[config.mk]
export PLATFORM = sky130hd
export DESIGN_NAME = matrix_scan_driver
export DESIGN_NICKNAME = d
export VERILOG_FILES = /design/src/rtl/matrix_scan_driver.sv
export SDC_FILE = /design/constraint.sdc
export NUM_CORES = 1
export LEC_CHECK = 0
export BUFFER_PORTS_ARGS = -buffer_cell sky130_fd_sc_hd__buf_2
export CORE_MARGIN = 4
export CORE_UTILIZATION = 54
export CTS_CLUSTER_DIAMETER = 60
export DETAILED_ROUTE_END_ITERATION = 10
export HOLD_SLACK_MARGIN = 0.06
export PLACE_DENSITY = 0.74
export SLEW_MARGIN = 10
export SYNTH_ARGS = -nofsm -noshare
export SYNTH_HDL_FRONTEND = slang
export SYNTH_SLANG_ARGS = --single-unit
[constraint.sdc]
create_clock -name clk -period 3.3 [get_ports clk]
set_clock_uncertainty 0.05 [all_clocks]
set_input_delay 0.165 -clock clk [delete_from_list [all_inputs] [get_ports clk]]
set_output_delay 0.165 -clock clk [all_outputs]
set_load 0.02 [all_outputs]
[src/rtl/matrix_scan_driver.sv]
// Drives an 8x8 LED matrix and a 2-digit 7-segment display from one row-slot timer.
// Frames are double-buffered and swap only on frame boundaries. Each row slot starts with a blanking interval.
module matrix_scan_driver #(
   parameter int ROW_TICKS   = 1000,
   parameter int BLANK_TICKS = 50
) (
   input  logic        clk,
   input  logic        rst_n,
   input  logic [63:0] frame_in,
   input  logic        frame_load,
   output logic        frame_ack,
   input  logic [3:0]  bcd_hi,
   input  logic [3:0]  bcd_lo,
   output logic [7:0]  row,
   output logic [7:0]  col,
   output logic [7:0]  seg,
   output logic [1:0]  dig_sel
);

   localparam int TW = (ROW_TICKS > 2) ? $clog2(ROW_TICKS) : 1;
   localparam logic [TW-1:0] TICK_LAST = TW'(ROW_TICKS - 1);

   logic [TW-1:0] tick_q, tick_d;
   logic [2:0]    row_idx_q, row_idx_d;
   logic [63:0]   active_q, active_d;
   logic [63:0]   pending_q, pending_d;
   logic          pend_q, pend_d;
   logic [7:0]    digits_q, digits_d;
   logic          ack_q, ack_d;
   logic [7:0]    row_q, row_d;
   logic [7:0]    col_q, col_d;
   logic [7:0]    seg_q, seg_d;
   logic [1:0]    dig_q, dig_d;
   logic          wrap, boundary, lit;

   function automatic logic [7:0] seg_decode(input logic [3:0] d);
      logic [7:0] s;
      case (d)
         4'd0:    s = 8'h3F;
         4'd1:    s = 8'h06;
         4'd2:    s = 8'h5B;
         4'd3:    s = 8'h4F;
         4'd4:    s = 8'h66;
         4'd5:    s = 8'h6D;
         4'd6:    s = 8'h7D;
         4'd7:    s = 8'h07;
         4'd8:    s = 8'h7F;
         4'd9:    s = 8'h6F;
         default: s = 8'h40;
      endcase
      return s;
   endfunction

   always_comb begin
      wrap      = (tick_q == TICK_LAST);
      boundary  = wrap && (row_idx_q == 3'd7);
      tick_d    = wrap ? '0 : tick_q + TW'(1);
      row_idx_d = wrap ? row_idx_q + 3'd1 : row_idx_q;

      // Promotion reads the pending buffer as it stood before this cycle's load.
      active_d  = active_q;
      pending_d = pending_q;
      pend_d    = pend_q;
      ack_d     = boundary && pend_q;
      if (boundary && pend_q) begin
         active_d = pending_q;
         pend_d   = 1'b0;
      end
      if (frame_load) begin
         pending_d = frame_in;
         pend_d    = 1'b1;
      end

      // The slot's first tick already displays the freshly sampled digits.
      digits_d = (tick_q == '0) ? {bcd_hi, bcd_lo} : digits_q;
      lit      = !(int'(tick_q) < BLANK_TICKS);

      row_d = 8'hFF;
      col_d = 8'h00;
      seg_d = 8'h00;
      dig_d = 2'b00;
      if (lit) begin
         row_d = ~(8'b1 << row_idx_q);
         col_d = active_q[{row_idx_q, 3'b000} +: 8];
         if (row_idx_q[0]) begin
            dig_d = 2'b10;
            seg_d = seg_decode(digits_d[7:4]);
         end else begin
            dig_d = 2'b01;
            seg_d = seg_decode(digits_d[3:0]);
         end
      end
   end

   always_ff @(posedge clk or negedge rst_n) begin
      if (!rst_n) begin
         tick_q    <= '0;
         row_idx_q <= 3'd0;
         active_q  <= 64'd0;
         pending_q <= 64'd0;
         pend_q    <= 1'b0;
         digits_q  <= 8'd0;
         ack_q     <= 1'b0;
         row_q     <= 8'hFF;
         col_q     <= 8'h00;
         seg_q     <= 8'h00;
         dig_q     <= 2'b00;
      end else begin
         tick_q    <= tick_d;
         row_idx_q <= row_idx_d;
         active_q  <= active_d;
         pending_q <= pending_d;
         pend_q    <= pend_d;
         digits_q  <= digits_d;
         ack_q     <= ack_d;
         row_q     <= row_d;
         col_q     <= col_d;
         seg_q     <= seg_d;
         dig_q     <= dig_d;
      end
   end

   assign frame_ack = ack_q;
   assign row       = row_q;
   assign col       = col_q;
   assign seg       = seg_q;
   assign dig_sel   = dig_q;

endmodule

# ---- After elaboration in Yosys (flattened, before gate mapping)
# Memories as Yosys holds them, arrays and structs flattened.
# Index checks and enable logic that the tools add are counted.
dict set report totals {
  regBits 177
  latchBits 0
  mem_bits_rw 0
  romBits 224
  inputBits 75
  out_inout_bits 27
  memories 2
}
# name words width rd rd_clocked_by_memory_dff write_ports line_no
set mem_list {}
lappend mem_list {{(no name shown)} 16 7 1 0 0 38} ;# case (d)
lappend mem_list {{(no name shown)} 16 7 1 0 0 38}
dict set report classes {
  add_sub_neg 2
  multipliers 0
  n_div 0
  n_lt_le_gt_ge 1
  n_eq_ne 2
  n_shift 2
  n_mux 10
  bitwise_logic 1
  n_reduce_logical 4
}
# op count
set ops {}
lappend ops {{64-bit by 7-bit indexed part select with 8-bit output} 1}
lappend ops {{8-bit two-way mux} 5}
lappend ops {{10-bit by 1-bit adder with 10-bit output (second input constant)} 1}
lappend ops {{10-bit equality test (second input constant)} 1}
lappend ops {{10-bit zero test} 1}
lappend ops {{10-bit by 6-bit < comparator with 1-bit output (second input constant)} 1}
lappend ops {{10-bit two-way mux} 1}
lappend ops {{8-bit NOT} 1}
lappend ops {{1-bit by 3-bit left shift with 8-bit output (first input constant)} 1}
lappend ops {{2-bit two-way mux} 2}
lappend ops {{3-bit by 1-bit adder with 3-bit output (second input constant)} 1}
lappend ops {{3-bit equality test (second input constant)} 1}
lappend ops {{1-bit logical AND} 2}
lappend ops {{1-bit two-way mux} 2}
lappend ops {{2-bit nonzero test} 1}

# ---- Depth between registers and ports, before layout
dict set report depth {
  depth_word 5
  depth_mapped 12
  depth_no_buf 10
}

# ---- Worst setup path before layout
# OpenSTA, ideal clock, no wires.
dict set report synth_timing {
  path_type {register to register}
  from {register tick_q[5]}
  to {register seg_q[0], in the netlist seg[0]}
  arrival_time_ns 2.381
  required_ns 3.160
  slack_ns 0.779
  path_stages_with_launch 11
  cell_sequence {dfrtp_1 buf_6 nor4_2 nand3_1 buf_6 buf_2 mux2i_1 inv_1 ha_1 a2111o_1 o221ai_1}
}
dict set report synth_between {
  elab_chain_len 5
}
# item line_no
set synth_rtl {}
lappend synth_rtl {{from (decl)} 23} ;# logic [TW-1:0] tick_q, tick_d;
lappend synth_rtl {{from (signal assigned)} 109} ;# tick_q <= tick_d;
lappend synth_rtl {{10-bit zero test} 75} ;# digits_d = (tick_q == '0) ? {bcd_hi, bcd_lo} : digits_q;
lappend synth_rtl {{8-bit two-way mux} 75}
lappend synth_rtl {{net digits_d[4]} 28} ;# logic [7:0] digits_q, digits_d;
lappend synth_rtl {{memory read 16 x 7 bit} -}
lappend synth_rtl {{8-bit two-way mux} 85} ;# if (row_idx_q[0]) begin
lappend synth_rtl {{8-bit two-way mux} 82} ;# if (lit) begin
lappend synth_rtl {{net seg_d[0]} 32} ;# logic [7:0] seg_q, seg_d;
lappend synth_rtl {{to (signal assigned)} 118} ;# seg_q <= seg_d;
lappend synth_rtl {{to (decl)} 32}
# The timed path passes the listed nets, and every way through them passes these cells.
# A chain may end at the register's enable or synchronous reset.

# ---- Final worst setup path
dict set report layout_timing {
  from {register tick_q[4]}
  to {register seg_q[0], in the netlist seg[0]}
}
# Same word-level chain as after synthesis.

==> metrics.yaml <==
status: "completed"
setup_violations: 0
whs_endpoint: "digits_q[2]$_DFF_PN0_"
power_leakage_nw: 4.65
num_rows: 43
num_vias: 4895
fill_cells: 952
routed_wl_mm: 16.2
arrival_ns: 3.12
grt_pass1_vias: 5378
synth-edff-count: 0
synth-seq-cells: 176
cts.sinks: 176
rsz0062_at_grt: "no"
path_cells: "nor4_2, nand3_1, mux2i_1, inv_1, ha_1, a2111o_1, o221ai_1"
die_x_um: 127
synthTopCellsByArea: "dfrtp_1 55%, mux2_2 20%, mux4_2 4.7%"
antenna_found_initial: 0
async_flop_share: 1.00
required_ns: 3.58
post_cts_buffers: 0
timing.rr.start: "tick_q[4]$_DFF_PN0_"
hold_path.class: "in2reg"
synth_mux_area_frac: 0.258
synthSimpleGateAreaFrac: 0.0596
worst_slack_ns: 0.460
path_class: "reg2reg"
routedWlPerCell_um: 17.9
via_per_inst: 5.41
ir_drop_mv: 0.346
critPathTopFamily: "simple AND/OR/NAND/NOR gates"
grt_pass1_wl_mm: 27.4
ios: 102
core_region_area_um2: 13900
dpl.hpwl_mm: 11.0
r2r_cells: 7
seq_area_frac_synth: 0.579
hold_viol: 0
rrSetupSlack_ns: 0.46
drt-pass1-iter-count: 4
drive_above_1_share: 0.428
synth_compound_area_frac: 0.0430
clk_latency_ns: 0.42
port_buffers: 100
slowest_delay_ns: 0.55
yosysTopAreaCell: "dfrtp_1"
yosysWarnings: 0
cp.depth: 7
worst_pin_slew_ns: 0.806
synthDistinctLibCells: 57
maxSlewViolCount: 0
worstHoldStart: "bcd_lo[2]"
cap_violations: 0
place_congestion: 0.798
synth-main-ff-cell: "dfrtp_1"
clk_pin_slew_worst_paths_ns: 0.06
endpoint_kind: "flop"
cts_max_level: 4
syn-num-nets: 629
fin_tns_setup_ns: 0
worst_setup_path_start_kind: "flop"
cts_buffer_depth: 2
route.antenna.remaining_nets: 0
die_area_um2: 16100
grt_max_degree: 90
synth_cells: 538
holdPathStages: 3
cts_buffers: 17
syn2layout_area_growth_pct: 27.7
fmax_ghz: 0.352
crit_fanout: 12
synth-xor-area-share: 0.00804
drc: 0
max_slew_margin: 0.463
period_minus_slack_ns: 2.84
cts_tree: "yes"
synth_top_area_share: 0.551
root_buffer: "clkbuf_16"
initial_core_util: 0.549
synth_fa_ha_area_frac: 0.0263
die_y_um: 127
drtIter0Drc: 278
syn_avg_cell_area_um2: 14.2
crit_slowest_cell: "dfrtp_1"
synth_top_family_by_area: "multiplexers"
track_usage: 0.217
min_period_over_period: 0.861
antennaDiodeCount: 0
holdWs_ns: 0.0849
nNetsFinal: 802
p_total_mw: 4.97
path_buf_inv: 1
cts.repair.resized: 0
netlist_area_um2: 7620
preCtsSetupSlack_ns: 0.498
power_density_nw_per_um2: 510
r2r-end: "seg[0]$_DFF_PN0_"
grt_overflow: 0
[worst reg2reg max path: stages (launching register included)]
cell and delay [ns]:
dfrtp_1 0.55, nor4_2 0.42, nand3_1 0.34, mux2i_1 0.42, inv_1 0.15, ha_1 0.23
a2111o_1 0.39, o221ai_1 0.21
[kinds of logic after synthesis]
family	Yosys count
compound gates	47
xor+xnor	7
fa+ha+maj	16
buf+inv	44
flops	176
mux	158
other cells	1
simple gates	89
[cell usage after synthesis, types with 2 or more instances]
cell / count
ha_1: 16
o21ai_0: 8
nand4_1: 3
nand3_1: 10
nor4_2: 2
o22ai_1: 2
nand2_1: 31
nor2_1: 18
buf_6: 2
mux2_2: 133
and4b_1: 2
o21bai_1: 2
mux4_2: 16
o221ai_1: 2
a21o_1: 3
buf_1: 2
clkbuf_1: 11
dfrtp_1: 168
a21oi_1: 15
inv_1: 15
nor2b_1: 5
mux2i_1: 7
a211oi_1: 2
and3_1: 4
nor3_1: 3
buf_2: 11
xnor2_1: 6
o31ai_1: 2
nand2b_1: 2
dfstp_2: 8
[flip-flops by register name, indices dropped and copies added (netlist names), 2 cells and up]
name       flops
active_q      64
col            8
dig_sel        2
digits_q       8
pending_q     64
row            8
row_idx_q      3
seg            7
tick_q        10
[metrics by stage]
step,cell area [um2],instances,utilization
floorplan,7620,538,-
global placement,8340,803,0.601
detailed placement,8340,803,0.601
CTS,9740,904,0.701
global route,9740,904,0.701
finish,9740,904,0.701
[per-layer routing]
| layer | up-vias | track usage | wire length, um |
|---|---|---|---|
| li1 | 2264 | - | - |
| met1 | 2500 | 0.285 | 7130 |
| met2 | 101 | 0.358 | 8070 |
| met3 | 30 | 0.0425 | 548 |
| met4 | 0 | 0.0845 | 423 |
| met5 | - | 0 | 0 |
[report_power, final]
part	switching, mW	leakage (nW)	internal (mW)	total [mW]
combinational	0.129	2.06	0.178	0.307
sequential	0.0480	2.25	2.24	2.29
clock	0.829	0.342	1.54	2.37
[area by class of cell]
class | instances | area [um2] | share of cell area
sequential | 176 | 4410 | 0.453
multi-input combinational | 318 | 3030 | 0.311
timing repair buffer | 181 | 1300 | 0.134
clock buffer | 19 | 453 | 0.0465
clock inverter | 13 | 255 | 0.0262
tap | 180 | 225 | 0.0231
inverter | 17 | 63.8 | 0.00655
[worst max-delay path by stage]
stage / endpoint / start
after floorplan: seg[0]$_DFF_PN0_ / tick_q[5]$_DFF_PN0_
after global placement: seg[3]$_DFF_PN0_ / tick_q[4]$_DFF_PN0_
after detailed placement: seg[0]$_DFF_PN0_ / tick_q[4]$_DFF_PN0_
after CTS: seg[0]$_DFF_PN0_ / tick_q[4]$_DFF_PN0_
after global routing: seg[0]$_DFF_PN0_ / tick_q[4]$_DFF_PN0_
final: seg[0]$_DFF_PN0_ / tick_q[4]$_DFF_PN0_
[cell usage in the layout (no fill, tap or decap), types with 2 or more instances in the layout]
| cell | netlist | routed |
|---|---|---|
| ha_1 | 16 | 16 |
| nand3_1 | 10 | 9 |
| o22ai_1 | 2 | 2 |
| nor2b_1 | 5 | 5 |
| buf_4 | 1 | 11 |
| mux2_2 | 133 | 133 |
| o221ai_1 | 2 | 2 |
| and3_1 | 4 | 4 |
| clkinvlp_4 | 0 | 2 |
| o21bai_1 | 2 | 2 |
| o31ai_1 | 2 | 2 |
| nor3_1 | 3 | 3 |
| bufinv_16 | 0 | 7 |
| mux2i_1 | 7 | 7 |
| dfrtp_1 | 168 | 168 |
| a21oi_1 | 15 | 15 |
| nand2b_1 | 2 | 2 |
| clkinv_2 | 0 | 2 |
| dfstp_2 | 8 | 8 |
| inv_1 | 15 | 15 |
| clkbuf_16 | 0 | 17 |
| o21ai_0 | 8 | 8 |
| xnor2_1 | 6 | 6 |
| nor2_1 | 18 | 18 |
| a21o_1 | 3 | 3 |
| a211oi_1 | 2 | 2 |
| nor4_2 | 2 | 2 |
| clkbuf_8 | 0 | 2 |
| nand2_1 | 31 | 31 |
| mux4_2 | 16 | 16 |
| buf_2 | 11 | 99 |
| dlygate4sd3_1 | 0 | 69 |
| and4b_1 | 2 | 2 |
| nand4_1 | 3 | 3 |
[timing repair]
item                                    in CTS  in global routing
endpoints found under the setup margin       0                  0
hold buffers                                69                  0
hold endpoints to repair                   147                  0
Power figures use the tool's default switching activity.
